File: src/rtl/spi_slave_link.sv
// SPI mode-0 slave for the host link: 32-bit frames {index[3:0], payload[27:0]}, MSB first.
// Optional saturating frame-error counter enabled by defining SPI_SLAVE_ERRCNT_EN.
module spi_slave_link #(
  parameter int SYNC_STAGES = 2
) (
  input  logic        clk,
  input  logic        rst,
  input  logic        spi_clk,
  input  logic        spi_mosi,
  output logic        spi_miso,
  input  logic        spi_cs,
  output logic        rx_valid,
  output logic [3:0]  rx_index,
  output logic [27:0] rx_data,
  input  logic        tx_valid,
  input  logic [3:0]  tx_index,
  input  logic [27:0] tx_data,
  output logic        tx_ready,
  input  logic [27:0] status,
  output logic        frame_err,
  output logic [7:0]  err_count
);

  typedef enum logic [1:0] {WAIT_IDLE, IDLE, SHIFT} state_e;

  state_e state_q, state_d;

  logic [SYNC_STAGES-1:0] sck_sync_q, mosi_sync_q, cs_sync_q;
  logic sck_prev_q, cs_prev_q;
  logic sck_s, mosi_s, cs_s;
  logic sck_rise, sck_fall, cs_rise, cs_fall;

  logic [31:0] tx_sr_q, tx_sr_d;
  logic [31:0] rx_sr_q, rx_sr_d;
  logic [5:0]  bit_cnt_q, bit_cnt_d;
  logic        rx_valid_q, rx_valid_d;
  logic        frame_err_q, frame_err_d;
  logic [3:0]  rx_index_q, rx_index_d;
  logic [27:0] rx_data_q, rx_data_d;
  logic        tx_ready_d;

  // Synchronizers are not reset so that CS seen during reset is already valid on release;
  // a CS still low after reset then keeps the block in WAIT_IDLE instead of faking a cs_fall.
  always_ff @(posedge clk) begin
    sck_sync_q  <= {sck_sync_q[SYNC_STAGES-2:0], spi_clk};
    mosi_sync_q <= {mosi_sync_q[SYNC_STAGES-2:0], spi_mosi};
    cs_sync_q   <= {cs_sync_q[SYNC_STAGES-2:0], spi_cs};
    sck_prev_q  <= sck_s;
    cs_prev_q   <= cs_s;
  end

  assign sck_s    = sck_sync_q[SYNC_STAGES-1];
  assign mosi_s   = mosi_sync_q[SYNC_STAGES-1];
  assign cs_s     = cs_sync_q[SYNC_STAGES-1];
  assign sck_rise =  sck_s & ~sck_prev_q;
  assign sck_fall = ~sck_s &  sck_prev_q;
  assign cs_rise  =  cs_s  & ~cs_prev_q;
  assign cs_fall  = ~cs_s  &  cs_prev_q;

  always_ff @(posedge clk) begin
    if (rst) state_q <= WAIT_IDLE;
    else     state_q <= state_d;
  end

  always_comb begin
    state_d = state_q;
    case (state_q)
      WAIT_IDLE: if (cs_s)    state_d = IDLE;
      IDLE:      if (cs_fall) state_d = SHIFT;
      SHIFT:     if (cs_rise) state_d = IDLE;
      default:                state_d = WAIT_IDLE;
    endcase
  end

  always_comb begin
    tx_sr_d     = tx_sr_q;
    rx_sr_d     = rx_sr_q;
    bit_cnt_d   = bit_cnt_q;
    rx_index_d  = rx_index_q;
    rx_data_d   = rx_data_q;
    rx_valid_d  = 1'b0;
    frame_err_d = 1'b0;
    tx_ready_d  = 1'b0;
    case (state_q)
      IDLE: begin
        if (cs_fall) begin
          bit_cnt_d = 6'd0;
          if (tx_valid) begin
            tx_sr_d    = {tx_index, tx_data};
            tx_ready_d = ~rst;
          end else begin
            tx_sr_d = {4'h0, status};
          end
        end
      end
      SHIFT: begin
        if (cs_rise) begin
          if (bit_cnt_q == 6'd32) begin
            rx_valid_d = 1'b1;
            rx_index_d = rx_sr_q[31:28];
            rx_data_d  = rx_sr_q[27:0];
          end else begin
            frame_err_d = 1'b1;
          end
        end else begin
          if (sck_rise) begin
            rx_sr_d = {rx_sr_q[30:0], mosi_s};
            if (bit_cnt_q < 6'd33) bit_cnt_d = bit_cnt_q + 6'd1;
          end
          if (sck_fall) tx_sr_d = {tx_sr_q[30:0], 1'b0};
        end
      end
      default: ;
    endcase
  end

  always_ff @(posedge clk) begin
    if (rst) begin
      tx_sr_q     <= '0;
      rx_sr_q     <= '0;
      bit_cnt_q   <= '0;
      rx_index_q  <= '0;
      rx_data_q   <= '0;
      rx_valid_q  <= 1'b0;
      frame_err_q <= 1'b0;
    end else begin
      tx_sr_q     <= tx_sr_d;
      rx_sr_q     <= rx_sr_d;
      bit_cnt_q   <= bit_cnt_d;
      rx_index_q  <= rx_index_d;
      rx_data_q   <= rx_data_d;
      rx_valid_q  <= rx_valid_d;
      frame_err_q <= frame_err_d;
    end
  end

  assign spi_miso  = tx_sr_q[31];
  assign rx_valid  = rx_valid_q;
  assign rx_index  = rx_index_q;
  assign rx_data   = rx_data_q;
  assign frame_err = frame_err_q;
  assign tx_ready  = tx_ready_d;

`ifdef SPI_SLAVE_ERRCNT_EN
  logic [7:0] err_cnt_q;

  always_ff @(posedge clk) begin
    if (rst)                                    err_cnt_q <= '0;
    else if (frame_err_q && err_cnt_q != 8'hFF) err_cnt_q <= err_cnt_q + 8'd1;
  end

  assign err_count = err_cnt_q;
`else
  assign err_count = 8'h00;
`endif

endmodule

File: config.mk
export PLATFORM = sky130hd
export DESIGN_NAME = spi_slave_link
export DESIGN_NICKNAME = d
export VERILOG_FILES = /design/src/rtl/spi_slave_link.sv
export SDC_FILE = /design/constraint.sdc
export NUM_CORES = 1
export LEC_CHECK = 0
export ABC_AREA = 0
export ABC_CLOCK_PERIOD_IN_PS = 2300
export BUFFER_PORTS_ARGS = -buffer_cell sky130_fd_sc_hd__buf_2
export CAP_MARGIN = 20
export CORE_MARGIN = 5
export CORE_UTILIZATION = 53
export DETAILED_ROUTE_END_ITERATION = 12
export PLACE_DENSITY_LB_ADDON = 0.3
export SYNTH_ARGS = -nofsm -noshare
export SYNTH_HDL_FRONTEND = slang
export SYNTH_SLANG_ARGS = --single-unit
export TNS_END_PERCENT = 50
File: constraint.sdc
create_clock -name clk -period 2.3 [get_ports clk]
set_clock_uncertainty 0.05 [all_clocks]
set_input_delay 0.23 -clock clk [delete_from_list [all_inputs] [get_ports clk]]
set_output_delay 0.23 -clock clk [all_outputs]
set_load 0.01 [all_outputs]
### Word-level counts from Yosys, hierarchy flattened

Index checks and enable logic that the tools add are counted.

* register bits: 114
* input bits: 66
* output and inout port bits: 44
* word-level logic and storage cells: 63

* add/sub/neg operators: 1
* $lt $le $gt $ge: 1
* equality and inequality tests: 10
* muxes and demuxes: 19
* bitwise operators: 11
* reduce and logical (&&, ||, !) cells: 8

Operators by type and width (count)
* 32-bit 2-to-1 mux: 4
* 32-bit one-hot mux with 2 select lines: 1
* 6-bit 2-to-1 mux: 4
* 2-bit != test, second input constant: 7
* 6-bit one-hot mux with 2 select lines: 1
* 3-bit AND reduction: 3
* 1-bit NOT: 7
* 6-bit by 1-bit adder with 6-bit output, second input constant: 1
* 6-bit equality test, second input constant: 1
* 6-bit < comparator, second input constant: 1
* 2-bit 2-to-1 mux: 3
* 2-bit one-hot mux with 3 select lines: 1
* 1-bit 2-to-1 mux: 5
* 5-bit AND reduction: 1
* 1-bit AND: 4
* 4-bit AND reduction: 1
* 3-bit OR reduction: 1
* 2-bit by 1-bit equality test with 1-bit output, second input constant: 1
* 2-bit equality test, second input constant: 1
* 2-bit logical NOT: 1
* 2-bit nonzero test: 1

### Longest topological paths before layout

Gate-level depths: netlist of run 1.

* depth in word-level cells: 5
* depth in mapped cells: 8
* depth with buffers taken out: 6

### Worst setup path before layout of run 1

No wires, ideal clock.

* path type: reg-to-reg
* start point: register bit_cnt_q[2]
* end point: register rx_data_q[10], in the netlist rx_data[10]
* library setup time: 132 ps
* arrival time: 1579 ps
* data required time: 2118 ps
* setup slack: 539 ps
* stages on the path, launching flop included: 7
* buffers on the path: 2
* clock period less this slack: 1761 ps
* cells stage by stage: dfxtp_1 -> or3_4 -> or4_1 -> buf_2 -> buf_6 -> nand2_1 -> a21oi_1

* word-level cells in the longest chain between the ends: 2

RTL lines
* start, declared: line 35 `logic [5:0] bit_cnt_q, bit_cnt_d;`
* start signal, assigned: line 129 `bit_cnt_q <= bit_cnt_d;`
* 6-bit equality test: line 98 `if (bit_cnt_q == 6'd32) begin`
* 3-bit AND reduction (no source line)
* end signal, assigned: line 131 `rx_data_q <= rx_data_d;`
* end, declared: line 39 `logic [27:0] rx_data_q, rx_data_d;`

No other way between the ends.
A chain may end at the register's enable or synchronous reset.

### Final worst setup path of run 1

* start point: register cs_sync_q[1]
* end point: output tx_ready

* word-level cells in the longest chain between the ends: 4

RTL lines
* start, declared: line 28 `logic [SYNC_STAGES-1:0] sck_sync_q, mosi_sync_q, cs_sync_q;`
* start signal, assigned: line 47 `cs_sync_q <= {cs_sync_q[SYNC_STAGES-2:0], spi_cs};`
* 1-bit NOT: line 58 `assign cs_fall = ~cs_s & cs_prev_q;`
* 1-bit AND: line 58
* 1-bit 2-to-1 mux: line 86 `if (cs_fall) begin`
* 1-bit 2-to-1 mux: line 84 `case (state_q)`
* end, declared: line 18 `output logic tx_ready,`

No other way between the ends.

==> results of run 1 <==
## layer usage
metal	part of all wire (%)	vias to the layer above	global-route usage [%]
met5	0	-	0
met3	6.6	14	5.71
met1	42	1958	22.8
met4	1.2	0	7.68
met2	50	129	33.5
li1	-	2121	-
## cells in the final DEF, fill, tap and decap left out, drive strengths merged, types with 4 or more instances in the layout
master,n
conb,8
a311oi,4
mux2i,28
nor2,11
a21oi,97
buf,113
clkbuf,25
inv,7
o211ai,30
dfxtp,114
nand2,190
dlygate4sd3,7
nand3,8
## flip-flops by register name, indices dropped and copies added, names as in the netlist
name and cells:
cs_prev_q 1, rx_sr_q 32, rx_data 28, cs_sync_q 2, frame_err 1, tx_sr_q 32, state_q 2, bit_cnt_q 6
sck_prev_q 1, mosi_sync_q 2, rx_index 4, sck_sync_q 2, rx_valid 1
## logic make-up after synthesis
group	count (synthesis)
DFF	114
muxes	28
buffers and inverters	59
AOI/OAI and AO/OA	142
and+or+nand+nor	229
adders and majority gates	3
other	1
## area by class of cell
type	instances	area (um^2)
fill	692	2800
sequential	114	2280
multi-input combinational	410	2150
timing repair buffer	120	681
clock buffer	25	514
tap	108	135
clock inverter	7	93.8
inverter	6	22.5
## worst paths after layout
path / to / slack (ns)
max: tx_ready / 0.35
min: tx_sr_q[0]$_SDFFE_PP0P_ / 0.03
max reg2reg: rx_sr_q[13]$_SDFFE_PP0P_ / 0.40
min reg2reg: cs_sync_q[1]$_DFF_P_ / 0.28
## worst reg2reg max path: cells and delay by family, from the launching register on
family	cells	cell delay, ns
buffers and inverters	1	0.28
AOI/OAI and AO/OA	1	0.07
and+or+nand+nor	3	1.05
DFF	1	0.34
## power groups by stage
stage	clock (mW)	sequential (mW)	combinational (mW)
floorplan	0	2.06	0.169
finish	2.62	2.02	0.254
detailed placement	0	2.07	0.244
global placement	0	2.06	0.238
global route	2.75	2.03	0.284
CTS	2.64	2.02	0.256
## per-stage QoR
step / worst slack [ns] / utilization [%] / hold WS (ns)
2_1_floorplan: 0.539 / - / 0.208
3_3_place_gp: 0.468 / 60.0 / 0.261
3_5_place_dp: 0.413 / 60.0 / 0.264
4_1_cts: 0.336 / 67.8 / 0.0322
5_1_grt: 0.203 / 67.8 / 0.0965
6_report: 0.353 / 67.8 / 0.0343
==> results.cfg, run 1 <==
[power]
comb_power_share_pct = 5.2
power.switching_mw = 1.03
finalPower_mw = 4.89
clockPowerShare_pct = 53.4
p_int_mw = 3.86
total_leakage_power_nw = 2.39
seq_power_share_pct = 41.4
switching_share_pct = 21.0
peakVddDrop_v = 0.000546
p_per_area_nw_per_um2 = 832

[synthesis]
synth_top_family_by_area = simple AND/OR/NAND/NOR gates
async_flop_share_pct = 0
synth_compound_area_share_pct = 17.7
synth_edf_count = 0
synth_area_um2 = 4690
ys_ff_latch = 114
synthTopCellsByCount = 190 x nand2_1, 114 x dfxtp_1, 97 x a21oi_1
yosys.area_share.adder_pct = 0.800
synth.most_common_cell = nand2_1
syn_inst = 576
synth_area_per_cell_um2 = 8.14
yosysWarnings = 0
synthXorXnorAreaFrac_pct = 0
synth_flop_cell = dfxtp_1
ys_types = 40
synth.mux.area_fraction_pct = 5.97
synth_area_leaders = dfxtp_1 49%, nand2_1 15%, a21oi_1 10%
synth_top_cell_by_area = dfxtp_1
synth_top_area_share_pct = 48.7
synthSimpleGateAreaFrac_pct = 20.4
ys_seq_area_share_pct = 48.7

[routing]
drtPass1Iterations = 7
via_per_inst = 5.34
drc = 0
routed_wl_mm = 10.5
drtIter0Drc = 234
ant_nets = 0
avgRoutedWirePerCell_um = 13.3
route.vias.total = 4222

[global_routing]
grt_usage_pct = 19.5
grt_pass1_wl_mm = 17.9
grt_pass1_vias = 3984
grt_overflow = 0
grt_max_degree = 59
antenna_found_initial = 0

[clocking]
h-tree-depth = 4
cts_root_buf = clkbuf_8
clock_latency_ns = 0.52
cts_sinks = 114
cts_buffer_depth = 2
cts_resized = 0
clkTransAtPathRegs_ns = 0.05
cts_tree = yes
cts_buffers = 17
cts_setup_buffers = 0
cts-hold-fix-buffers = 7

[flow_run]
cap_violations = 0

[finish]
final_cells = 790
diodes = 0
drive_gt1_share_pct = 22.1
stdcell_area_um2 = 5880
syn_to_final_growth_pct = 25.4
nets = 738

[place]
dp.cells = 751
numPortBuffers = 101
place.gp.congestion = 0.830
place_area_um2 = 5200
dp_hpwl_mm = 6.81

[floorplanning]
fp-row-count = 34
start_util_pct = 54.1
io_pins = 110
dieArea_um2 = 10800
die_h_um = 104
die_x_um = 104
fp.coreArea_um2 = 8680

[worst_setup_path]
regToRegStartpoint = state_q[0]$_SDFFE_PP0P_
crit_type = reg2out
required_ns = 2.02
slowest_delay_ns = 0.37
path_buf_inv = 1
crit_chain = nand4bb_1, nor3b_1, buf_2
cp-startpoint = cs_sync_q[1]$_DFF_P_
critical_path.top_delay_family = simple AND/OR/NAND/NOR gates
start_kind = flop
worstRegToRegCells = 5
critPathMaxFanout = 6
cp_slowest_cell = nand4bb_1
worst-path-stages = 3
endpoint_kind = output port
worstPathArrival_ns = 1.67

[timing]
rsz0062_at_grt = false
setup_viol = 0
slew_viol_final = 0
fin_crit_ns = 1.95
fmax_ghz = 0.514
worst_pin_slew_ns = 0.540
finalHoldViolations = 0
relSlewSlack_pct = 64.0
fin_crit_sh_pct = 84.7
setup-tns-final_ns = 0

[worst_hold_path]
hp-start = tx_data[0]
hold_path_depth = 5
hp-class = in2reg

[run_status]
status = finished clean
(Power assumes the default switching activity.)
==> inputs of run 2 (changes only) <==
ABC_CLOCK_PERIOD_IN_PS = 1550   (was 2300)
CORE_UTILIZATION = 48   (was 53)
clock period = 1.55 ns   (was 2.3 ns; I/O delays follow)
==> results.cfg, run 2 (synthesized netlist as in run 1, its figures left out) <==
[timing]
rsz0062_at_grt = true
fin_crit_ns = 1.78
worst_slack_ns = -0.227
setup-tns-final_ns = -7.44
fmax_ghz = 0.563
fin_worst_hold_slack_ns = 0.00872
setup_viol = 93
finalHoldViolations = 0
fin_crit_sh_pct = 115
slew_viol_final = 0

[clocking]
cts_buffers = 17
h-tree-depth = 4
cts_buffer_depth = 2
clock_latency_ns = 0.52
clkTransAtPathRegs_ns = 0.06
cts_root_buf = clkbuf_8
cts_tree = yes
cts_sinks = 114

[finish]
final_common_cell = nand2_1
post-route-util_pct = 73.2
nFillCells = 660
multi_input_area_um2 = 2550
drive_gt1_share_pct = 38.5
syn_to_final_growth_pct = 50.5
seq_area_um2 = 2290
layout_common_cells = 159 x nand2_1, 108 x dfxtp_1, 100 x buf_2
diodes = 0
nets = 794

[worst_setup_path]
critPathMaxFanout = 8
cp_slowest_cell = or3_4
endpoint_kind = flop
crit_type = reg2reg
crit_chain = or3_4, buf_6, nor4_4, buf_4, buf_16, nand2_1, a21oi_1
slowest_delay_ns = 0.44
worstPathArrival_ns = 2.17
start_kind = flop
required_ns = 1.94

[place]
place.gp.congestion = 0.867
numPortBuffers = 101
dp_hpwl_mm = 7.12

[run_status]
violations = setup timing
status = finished with violations

[global_routing]
grt_overflow = 0
grt_pass1_wl_mm = 20.9
antenna_found_initial = 0
grt_max_degree = 60
grt_usage_pct = 22.3
grt_pass1_vias = 4417

[power]
peakVddDrop_v = 0.000704
p_per_area_nw_per_um2 = 1060
total_leakage_power_nw = 2.92

[floorplanning]
io_pins = 110
fp.coreArea_um2 = 9640
die_h_um = 109
die_x_um = 109
dieArea_um2 = 11800
start_util_pct = 48.7
fp-row-count = 36

[routing]
ant_nets = 0
avgRoutedWirePerCell_um = 16.3
routed_wl_mm = 14.2
drtIter0Drc = 293
drc = 0
route.vias.total = 4694
drtPass1Iterations = 5
via_per_inst = 5.39

[flow_run]
cap_violations = 0

[worst_hold_path]
hp-class = in2reg
-- run 2: cell count changes in the layout (fill, tap and decap cells not counted), moves of 7 or more --
| cell | change |
|---|---|
| a21oi_1 | -26 |
| a21oi_2 | +26 |
| buf_4 | +18 |
| buf_6 | +14 |
| clkbuf_8 | -7 |
| nand2_1 | -31 |
| nand2_2 | +23 |
| nand2_4 | +8 |
-- run 2: path summary, 6_finish.rpt --
check,slack [ns],endpoint,cells after the start,from
worst max-delay path,-0.23,rx_data[20]$_SDFFE_PP0P_,7,bit_cnt_q[2]$_SDFFE_PP0P_
worst min-delay path,0.009,tx_sr_q[16]$_SDFFE_PP0P_,5,status[16]
worst max register to register,-0.23,rx_data[20]$_SDFFE_PP0P_,7,bit_cnt_q[2]$_SDFFE_PP0P_
worst min register to register,0.27,cs_sync_q[1]$_DFF_P_,0,cs_sync_q[0]$_DFF_P_
-- run 2: routing by layer --
metal  vias to the layer above  GRT usage, %  wire (um)  share of wire [%]
li1                       2265             -          -                  -
met1                      2221          27.4       5960                 42
met2                       185          38.0       7120                 50
met3                        23          6.28        866                6.1
met4                         0          6.94        245                1.7
met5                         -             0          0                  0
-- run 2: power breakdown --
group / total, mW / internal [mW] / switching (mW)
Sequential: 3.01 / 2.98 / 0.0300
Clock: 3.91 / 2.46 / 1.45
Combinational: 0.544 / 0.272 / 0.272
-- run 2: critical path, delay by kind of cell, from the launching register on --
kind,cells,cell delay (ns)
DFF,1,0.32
buffers and inverters,3,0.48
AOI/OAI and AO/OA,1,0.17
and+or+nand+nor,3,0.67
-- run 2: through the flow --
step | instance area, um^2 | setup WS [ns] | std cells | power (mW)
finish | 7060 | -0.227 | 871 | 7.46
global route | 7060 | -0.280 | 871 | 7.68
CTS | 6600 | -0.132 | 856 | 7.38
detailed placement | 5470 | -0.172 | 797 | 3.46
global placement | 5470 | -0.127 | 797 | 3.45
floorplan | 4770 | -0.129 | 583 | 3.32
-- run 2: final cells by class --
cell class,instances,share of cell area (%)
flip-flops and latches,114,32.5
repair buffers,173,20.3
clock buffers,17,5.87
well taps,133,2.36
inverters,6,0.319
multi-input cells,413,36.1
clock inverters,15,2.57
-- run 2: timing repair --
action                                  4_1_cts  5_1_grt
pin swaps                                    37       62
setup buffers                                 8        8
resized for setup                            53       69
endpoints found under the setup margin      101      103
gates cloned                                  9        7
hold buffers                                 10        0
endpoints found under the hold margin        20        0
